[src/rtl/mod_exp_pkg.sv]
// Shared definitions for the modular exponentiator: FSM encoding and operand sizing.
// Included by mod_exp and mod_mult via import mod_exp_pkg::*.
package mod_exp_pkg;

    localparam int DEF_WIDTH = 16;

    typedef enum logic [1:0] {
        LOAD   = 2'd0,
        REDUCE = 2'd1,
        EXP    = 2'd2,
        DONE   = 2'd3
    } state_t;

    // Full operand width is twice the half-width parameter.
    function automatic int op_width(input int width);
        return 2 * width;
    endfunction

endpackage

[src/rtl/mod_mult.sv]
// Interleaved shift-add modular multiplier p = a*b mod m, MSB of a first; N cycles, p/done valid combinationally in cycle N.
// No backpressure: start launches a new product, a/b/m must be held stable until done.
module mod_mult
    import mod_exp_pkg::*;
#(
    parameter int WIDTH = DEF_WIDTH
) (
    input  logic                 clk,
    input  logic                 reset,
    input  logic                 start,
    input  logic [2*WIDTH-1:0]   a,
    input  logic [2*WIDTH-1:0]   b,
    input  logic [2*WIDTH-1:0]   m,
    output logic                 done,
    output logic [2*WIDTH-1:0]   p
);

    localparam int N  = op_width(WIDTH);
    localparam int CW = $clog2(N) + 1;

    logic [N-1:0]  a_sh;
    logic [N-1:0]  r_q;
    logic [CW-1:0] cnt;
    logic          busy;

    logic [N-1:0]  r_cur;
    logic          a_bit;
    logic [N+1:0]  t0;
    logic [N+1:0]  t1;
    logic [N+1:0]  t2;
    logic [N+1:0]  m_ext;

    // The start cycle is the first of the N steps, so it works from r=0 and the live a input.
    always_comb begin
        r_cur = start ? '0 : r_q;
        a_bit = start ? a[N-1] : a_sh[N-1];
        m_ext = {2'b00, m};
        t0    = {1'b0, r_cur, 1'b0} + (a_bit ? {2'b00, b} : '0);
        t1    = (t0 >= m_ext) ? (t0 - m_ext) : t0;
        t2    = (t1 >= m_ext) ? (t1 - m_ext) : t1;
        p     = t2[N-1:0];
        done  = start ? (N == 1) : (busy && (cnt == CW'(N - 1)));
    end

    always_ff @(posedge clk) begin
        if (reset) begin
            a_sh <= '0;
            r_q  <= '0;
            cnt  <= '0;
            busy <= 1'b0;
        end else if (start) begin
            a_sh <= a << 1;
            r_q  <= t2[N-1:0];
            cnt  <= CW'(1);
            busy <= (N != 1);
        end else if (busy) begin
            a_sh <= a_sh << 1;
            r_q  <= t2[N-1:0];
            cnt  <= cnt + CW'(1);
            if (cnt == CW'(N - 1)) begin
                busy <= 1'b0;
            end
        end
    end

endmodule

[src/rtl/mod_exp.sv]
// Right-to-left square-and-multiply result = base^exponent mod modulo; start-by-reset, finish after N*(N+1)+1 cycles
// (N*(1+k)+1 with MOD_EXP_EARLY_TERM_EN). No backpressure: finish/result hold until the next reset.
module mod_exp
    import mod_exp_pkg::*;
#(
    parameter int WIDTH = DEF_WIDTH
) (
    input  logic [2*WIDTH-1:0] base,
    input  logic [2*WIDTH-1:0] modulo,
    input  logic [2*WIDTH-1:0] exponent,
    input  logic               clk,
    input  logic               reset,
    output logic               finish,
    output logic [2*WIDTH-1:0] result
);

    localparam int N = op_width(WIDTH);

    state_t       state;
    state_t       state_nx;

    logic [N-1:0] base_q;
    logic [N-1:0] m_q;
    logic [N-1:0] e_q;
    logic [N-1:0] acc;
    logic [N-1:0] bb;
    logic         launch;

    logic [N-1:0] sq_a;
    logic [N-1:0] sq_b;
    logic [N-1:0] sq_p;
    logic [N-1:0] mul_p;
    logic         sq_done;
    logic         mul_done;
    logic         step_done;
    logic         last_step;
    logic         skip_exp;
    logic         degenerate;
    logic [N-1:0] acc_nx;

`ifdef MOD_EXP_EARLY_TERM_EN
    assign last_step = (e_q[N-1:1] == '0);
    assign skip_exp  = (e_q == '0);
`else
    localparam int BW = $clog2(N);
    logic [BW-1:0] bitcnt;

    assign last_step = (bitcnt == BW'(N - 1));
    assign skip_exp  = 1'b0;
`endif

    // The squaring unit doubles as the base reducer: base*1 mod m during REDUCE.
    assign sq_a       = (state == REDUCE) ? base_q : bb;
    assign sq_b       = (state == REDUCE) ? N'(1) : bb;
    assign step_done  = sq_done & mul_done;
    assign degenerate = (m_q <= N'(1));
    assign acc_nx     = e_q[0] ? mul_p : acc;

    mod_mult #(.WIDTH(WIDTH)) u_mul (
        .clk   (clk),
        .reset (reset),
        .start (launch),
        .a     (acc),
        .b     (bb),
        .m     (m_q),
        .done  (mul_done),
        .p     (mul_p)
    );

    mod_mult #(.WIDTH(WIDTH)) u_sq (
        .clk   (clk),
        .reset (reset),
        .start (launch),
        .a     (sq_a),
        .b     (sq_b),
        .m     (m_q),
        .done  (sq_done),
        .p     (sq_p)
    );

    always_ff @(posedge clk) begin
        if (reset) begin
            state <= LOAD;
        end else begin
            state <= state_nx;
        end
    end

    always_comb begin
        state_nx = state;
        case (state)
            LOAD:    state_nx = REDUCE;
            REDUCE:  if (step_done) state_nx = skip_exp ? DONE : EXP;
            EXP:     if (step_done && last_step) state_nx = DONE;
            DONE:    state_nx = DONE;
            default: state_nx = LOAD;
        endcase
    end

    always_ff @(posedge clk) begin
        if (reset) begin
            base_q <= base;
            m_q    <= modulo;
            e_q    <= exponent;
            acc    <= '0;
            bb     <= '0;
            launch <= 1'b0;
            finish <= 1'b0;
            result <= '0;
`ifndef MOD_EXP_EARLY_TERM_EN
            bitcnt <= '0;
`endif
        end else begin
            case (state)
                LOAD: begin
                    acc    <= N'(1);
                    launch <= 1'b1;
                end
                REDUCE: begin
                    launch <= 1'b0;
                    if (step_done) begin
                        bb <= sq_p;
                        if (skip_exp) begin
                            finish <= 1'b1;
                            result <= degenerate ? '0 : acc;
                        end else begin
                            launch <= 1'b1;
                        end
                    end
                end
                EXP: begin
                    launch <= 1'b0;
                    if (step_done) begin
                        acc <= acc_nx;
                        bb  <= sq_p;
                        e_q <= e_q >> 1;
`ifndef MOD_EXP_EARLY_TERM_EN
                        bitcnt <= bitcnt + BW'(1);
`endif
                        if (last_step) begin
                            finish <= 1'b1;
                            result <= degenerate ? '0 : acc_nx;
                        end else begin
                            launch <= 1'b1;
                        end
                    end
                end
                default: begin
                    launch <= 1'b0;
                end
            endcase
        end
    end

endmodule

[config.mk]
export PLATFORM = sky130hd
export DESIGN_NAME = mod_exp
export DESIGN_NICKNAME = d
export VERILOG_FILES = /design/src/rtl/mod_exp_pkg.sv /design/src/rtl/mod_mult.sv /design/src/rtl/mod_exp.sv
export SDC_FILE = /design/constraint.sdc
export NUM_CORES = 1
export LEC_CHECK = 0
export CAP_MARGIN = 20
export CORE_MARGIN = 8
export CORE_UTILIZATION = 40
export CTS_CLUSTER_DIAMETER = 120
export DETAILED_ROUTE_END_ITERATION = 7
export HOLD_SLACK_MARGIN = 0.03
export PLACE_DENSITY = 0.67
export SYNTH_ARGS = -nofsm -noshare
export SYNTH_HDL_FRONTEND = slang
export SYNTH_HIERARCHICAL = 1
export SYNTH_SLANG_ARGS = --single-unit
[constraint.sdc]
create_clock -name clk -period 18.8 [get_ports clk]
set_clock_uncertainty 0.05 [all_clocks]
set_input_delay 3.76 -clock clk [delete_from_list [all_inputs] [get_ports clk]]
set_output_delay 3.76 -clock clk [all_outputs]
set_load 0.02 [all_outputs]
# Yosys cells after proc, flatten, opt, wreduce, memory -nomap -nowiden

Index checks and enable logic that the tools add are counted.

$add $sub $neg: 9
Order comparisons: 5
Equality and inequality tests: 9
Mux-type cells: 46
Bitwise operators: 1
Reduce and logical (&&, ||, !) cells: 17

Operators by type and width:

| operator              | count |
|---|---|
| $mux W32              | 22 |
| $ge A34 B32 Y1        | 4 |
| $add A33 B34 Y34      | 2 |
| $mux W34              | 2 |
| $sub A34 B32 Y34      | 2 |
| $pmux W32 S2          | 1 |
| $sub A32 B32 Y32      | 2 |
| $le A32 B1 Y1 const B | 1 |
| $mux W1               | 17 |
| $add A6 B1 Y6 const B | 2 |
| $eq A6 B5 Y1 const B  | 2 |
| $reduce_and A2 Y1     | 5 |
| $reduce_bool A2 Y1    | 5 |
| $pmux W2 S4           | 1 |
| $ne A2 B2 Y1 const B  | 3 |
| $add A5 B1 Y5 const B | 1 |
| $eq A5 B5 Y1 const B  | 1 |
| $eq A2 B2 Y1 const B  | 2 |
| $mux W2               | 2 |
| $reduce_or A2 Y1      | 2 |
| $logic_and A1 B1 Y1   | 3 |
| $pmux W1 S3           | 1 |
| $reduce_and A3 Y1     | 1 |
| $eq A2 B1 Y1 const B  | 1 |
| other kinds (2)       | 2 |

Bits in registers: 341
Input port bits: 98
Output and inout bits: 33

# Logic depth before layout (Yosys ltp)

Depth in word-level cells: 11
Gate-level depth with buffers: 43

# Hierarchy

Netlist, hierarchy kept.

By module, submodules not included:

| module            | times used | cells an instance | area an instance (µm²) | seq. area each (µm²) |
|---|---|---|---|---|
| mod_mult at u_sq  | 1          | 1383              | 9920.8                 | 1401.3 |
| mod_mult at u_mul | 1          | 1255              | 9400.3                 | 1401.3 |
| mod_exp           | 1          | 681               | 8026.4                 | 4984.8 |

# Least setup slack after synthesis

Ideal clock, no wire load.

Kind: register to register
Start: register state[1]
End: register bb[29]
Data arrival time: 8.623 ns
Required time: 18.618 ns
Slack: 9.995 ns
Stages on the path, launching flop included: 39
Path buffers: 7
Cell sequence: dfxtp_1 -> inv_1 -> ha_1 -> buf_2 -> buf_2 -> a21o_1 -> mux2i_1 -> clkbuf_1 -> nor2b_1 -> ha_1 -> buf_2 -> nand4_2 -> or2_4 -> or3_1 -> or3_1 -> nand2_1 -> a21oi_1 -> or3_1 -> [3 not listed] -> nor3_1 -> o31ai_1 -> o211ai_2 -> buf_2 -> mux2_2 -> ha_1 -> and4_1 -> and3_1 -> a22o_1 -> o31ai_1 -> o21ai_0 -> a221oi_1 -> o211ai_1 -> clkbuf_1 -> nor2_2 -> mux2_1 -> nand2_1 -> a21oi_1

Longest elaborated chain between the ends: 9

Ends and longest elaborated chain:

| element                                            | line           | RTL |
|---|---|---|
| start: declaration                                 | mod_exp.sv:19  | `state_t state;` |
| start signal: assignment                           | mod_exp.sv:85  | `state <= state_nx;` |
| $eq A2 B1 Y1 (*)                                   | mod_exp.sv:53  | `assign sq_a = (state == REDUCE) ? base_q : bb;` |
| $mux W32 (*)                                       | mod_exp.sv:53  |  |
| named net sq_a[31]                                 | mod_exp.sv:29  | `logic [N-1:0] sq_a;` |
| $mux W1 (*)                                        | mod_mult.sv:36 | `a_bit = start ? a[N-1] : a_sh[N-1];` |
| $mux W32 (*)                                       | mod_mult.sv:38 | `t0 = {1'b0, r_cur, 1'b0} + (a_bit ? {2'b00, b} : '0);` |
| $add A33 B34 Y34 (*)                               | mod_mult.sv:38 |  |
| $sub A34 B32 Y34 or $ge A34 B32 Y1 (tied branches) | mod_mult.sv:39 | `t1 = (t0 >= m_ext) ? (t0 - m_ext) : t0;` |
| $mux W34 (*)                                       | mod_mult.sv:39 |  |
| $sub A32 B32 Y32 or $ge A34 B32 Y1 (tied branches) | mod_mult.sv:40 | `t2 = (t1 >= m_ext) ? (t1 - m_ext) : t1;` |
| $mux W32 (*)                                       | mod_mult.sv:40 |  |
| named net sq_p[29]                                 | mod_exp.sv:31  | `logic [N-1:0] sq_p;` |
| end signal: assignment                             | mod_exp.sv:122 | `bb <= sq_p;` |
| end signal: assignment                             | mod_exp.sv:135 | `bb <= sq_p;` |
| end: declaration                                   | mod_exp.sv:26  | `logic [N-1:0] bb;` |

The timed path passes the listed nets; every way through them passes the cells marked *.
A chain may end at the register's enable or synchronous reset.

# Final worst setup path

Start: register state[1]
End: register u_sq.r_q[28]

Longest elaborated chain between the ends: 11

Ends and longest elaborated chain:

| element                                            | line           | RTL |
|---|---|---|
| $eq A2 B1 Y1 (*)                                   | mod_exp.sv:53  |  |
| $mux W32 (*)                                       | mod_exp.sv:53  |  |
| named net sq_a[31]                                 | mod_exp.sv:29  |  |
| $mux W1 (*)                                        | mod_mult.sv:36 |  |
| $mux W32 (*)                                       | mod_mult.sv:38 |  |
| $add A33 B34 Y34 (*)                               | mod_mult.sv:38 |  |
| $sub A34 B32 Y34 or $ge A34 B32 Y1 (tied branches) | mod_mult.sv:39 |  |
| $mux W34 (*)                                       | mod_mult.sv:39 |  |
| $sub A32 B32 Y32 or $ge A34 B32 Y1 (tied branches) | mod_mult.sv:40 |  |
| $mux W32 (*)                                       | mod_mult.sv:40 |  |
| $mux W32                                           | mod_mult.sv:56 | `end else if (busy) begin` |
| $mux W32 (*)                                       | mod_mult.sv:51 | `end else if (start) begin` |
| end signal: assignment                             | mod_mult.sv:53 | `r_q <= t2[N-1:0];` |
| end signal: assignment                             | mod_mult.sv:58 | `r_q <= t2[N-1:0];` |
| end: declaration                                   | mod_mult.sv:22 | `logic [N-1:0] r_q;` |

The timed path passes the listed nets; every way through them passes the cells marked *. The select of a mux whose other input is x is not followed.

==> results.tsv <==
metric	value	unit
status	finished clean	
Post-Syn Area	27300	µm²
Sequential Area	7790	µm²
Vert. Die Dim	277	µm
Final setup viols	0	
syn nets	3623	
worst vdd ir	0.0992	mV
gp weighted congestion	0.981	
Post-CTS Hold Buffers	0	
Avg Inst Size Synth	8.24	µm²
clock sink count	341	
DRT antenna net count	0	
nets@finish	3647	
Final Critical Period	11.88	ns
number of global-route vias before repair	23473	
critical path class	flip-flop to flip-flop	
wire per inst	21.5	µm
Final Max Slew Viols	0	
Slew headroom	36.2	%
Period Utilization, post-route	63.2	%
I/O pin cnt	131	
CP dominant cell by count	buf_4	
Leak Pwr	12.7	nW
Starting Density	40.2	%
CP max stage cell	o31ai_1	
Setup crit end kind	flip-flop	
CTS clock-pin slew for the worst setup and hold paths	0.06	ns
max-cap violations	0	
#FFs+latches synth	341	
Max FO, Critical Path	39	
Yosys cell types	102	
dpl cells	4181	
antenna violations before repair	0	
Layout Cells excl Fill	4261	
Vias per Instance	5.90	
# H-tree levels	2	
Root Buffer	clkbuf_16	
Power Dens Cells	173	nW/µm²
fillers	6641	
area occupied by multi-input gates	18300	µm²
Peak Freq	84.2	MHz
CTS tree	done	
Via Count	25140	
Fin Setup TNS	0	ns
final hold viol count	0	
RSZ-0062 raised after global routing	false	
first drt pass iteration count	8	
FP Rows	96	
DRC violations left	0	
All-Layer GR Usage	22.6	%
CP arrival	12.33	ns
Gate Count Post-Synth	3319	
CTS Buffer Depth	3	
synth warn	6	
DRT Wirelength	91.5	mm
register area share after synthesis	28.5	%
number of cells on the worst reg-to-reg path	38	
CP required	19.25	ns
Setup Fix Bufs, Post-CTS	0	
most frequent cells in the layout	a21oi_1, nor2_1, nand2_1	
ratio of cells with drive above 1 in the final layout	8.47	%
Port Buffers	130	
Die ar.	77000	µm²
commonest non-fill, non-tap cell in the layout	a21oi_1	
startpoint types	flip-flop	
hold path depth	2	
Worst path max stage delay	0.70	ns
worst slew pin tran	0.951	ns
Area Growth Syn to Fin	12.3	%
Resized Gates After CTS	0	
dpl hpwl	69.4	mm
largest net degree at the start of global routing	148	
Main synth FF type	dfxtp_1	
CTS buffer count	42	
first-pass GRT wire length	139	mm
Clock Latency Late Sink	0.59	ns
worst hold path type	flip-flop to flip-flop	
Iter 0 DRT Violations	2240	
core region area	68100	µm²
GRT overflow	0	
Die Span X	277	µm
Post-synth EDFFs	96	
ys async rst share	0	%
[cell families after synthesis]
kind of cell | count (synthesis) | synth area share (%)
AOI/OAI and AO/OA | 913 | 21.9
and+or+nand+nor | 1168 | 21.2
DFF | 341 | 28.5
buffers and inverters | 301 | 4.64
adders and majority gates | 206 | 9.59
xor gates and xnor gates | 167 | 5.35
muxes | 223 | 8.85
[metal layers]
layer / global-route usage [%] / vias up / share of wire, %
li1: - / 12082 / -
met1: 29.6 / 11908 / 43
met2: 37.7 / 987 / 46
met3: 2.87 / 163 / 7.3
met4: 8.82 / 0 / 4.0
met5: 0 / - / 0
[flip-flops by register name, indices dropped and copies added, names as in the netlist]
| register | count |
|---|---|
| u_sq/a_sh | 31 |
| acc | 32 |
| u_mul/busy | 1 |
| bitcnt | 5 |
| state | 2 |
| m_q | 32 |
| u_sq/r_q | 32 |
| base_q | 32 |
| finish | 1 |
| launch | 1 |
| e_q | 32 |
| bb | 32 |
| u_sq/busy | 1 |
| u_mul/a_sh | 31 |
| u_sq/cnt | 6 |
| result | 32 |
| u_mul/r_q | 32 |
| u_mul/cnt | 6 |
[path summary, 6_finish.rpt]
kind                   start            to  slack (ns)
setup / recovery    state[1]  u_sq/r_q[28]        6.92
hold / removal    result[20]    result[20]        0.41
setup reg to reg    state[1]  u_sq/r_q[28]        6.92
hold reg to reg   result[20]    result[20]        0.41
[power breakdown]
group / total, W / switching, W / internal (W) / leakage (nW)
clock network: 0.000882 / 0.000348 / 0.000534 / 0.726
registers: 0.000945 / 0.0000870 / 0.000858 / 2.93
logic: 0.00348 / 0.00215 / 0.00133 / 9.09
total: 0.00531 / 0.00258 / 0.00273 / 12.7
[worst max-delay path: cells and delay by family, from the launching register on]
kind                       cells  cell delay [ns]
DFF                            1             0.34
and+or+nand+nor                7             1.80
muxes                          2             0.40
xor gates and xnor gates       1             0.15
adders and majority gates      5             2.00
buffers and inverters          7             1.92
AOI/OAI and AO/OA             16             5.05
[area by class of cell]
cell class,instances,share of cell area [%]
clock inverters,19,0.839
diodes,2,0.0163
well taps,882,3.59
inverters,123,1.50
clock buffers,59,4.04
repair buffers,158,4.98
multi-input cells,2677,59.7
flip-flops and latches,341,25.4
[synth_stat cells, types with 8 or more instances]
cell type	instances	area [µm²]
a211o_1	10	87.6
a311oi_1	13	114
and3_1	27	169
and2_1	17	106
o21ai_2	30	263
nand4_1	42	263
mux2_2	88	991
buf_6	9	101
a211oi_1	29	218
dfxtp_1	245	4900
nand2_1	273	1020
o21ai_1	18	90.1
xnor2_1	98	858
ha_1	200	2500
o21bai_1	28	210
nand2b_1	29	181
nor4_1	38	238
a31oi_1	25	156
nor2b_1	201	1260
xor2_1	69	604
nor3b_1	8	60.1
nor3_1	71	355
edfxtp_1	96	2880
o2111ai_1	10	87.6
o31ai_1	13	97.6
a31o_2	8	70.1
buf_2	39	195
o311ai_0	10	87.6
clkbuf_1	116	435
inv_1	123	462
mux2i_1	114	1140
o221ai_1	8	70.1
nand3_1	67	335
a21o_1	88	661
or2_2	11	68.8
a21oi_1	325	1630
or3_1	23	144
mux2_4	13	195
o211ai_1	28	210
nor2_1	315	1180
o21ai_0	108	541
o21a_1	75	563
[through the flow]
| step | area, µm² | util [%] | total power (W) | worst slack, ns | hold slack, ns |
|---|---|---|---|---|---|
| CTS | 30700 | 45.1 | 0.00525 | 7.14 | 0.409 |
| finish | 30700 | 45.1 | 0.00531 | 6.92 | 0.407 |
| global route | 30700 | 45.1 | 0.00564 | 6.23 | 0.432 |
| floorplan | 27300 | - | 0.00351 | 9.99 | 0.377 |
| detailed placement | 29200 | 42.9 | 0.00434 | 7.20 | 0.395 |
| global placement | 29200 | 42.9 | 0.00435 | 7.08 | 0.386 |
Note: power is estimated with default switching activity, not from simulation.
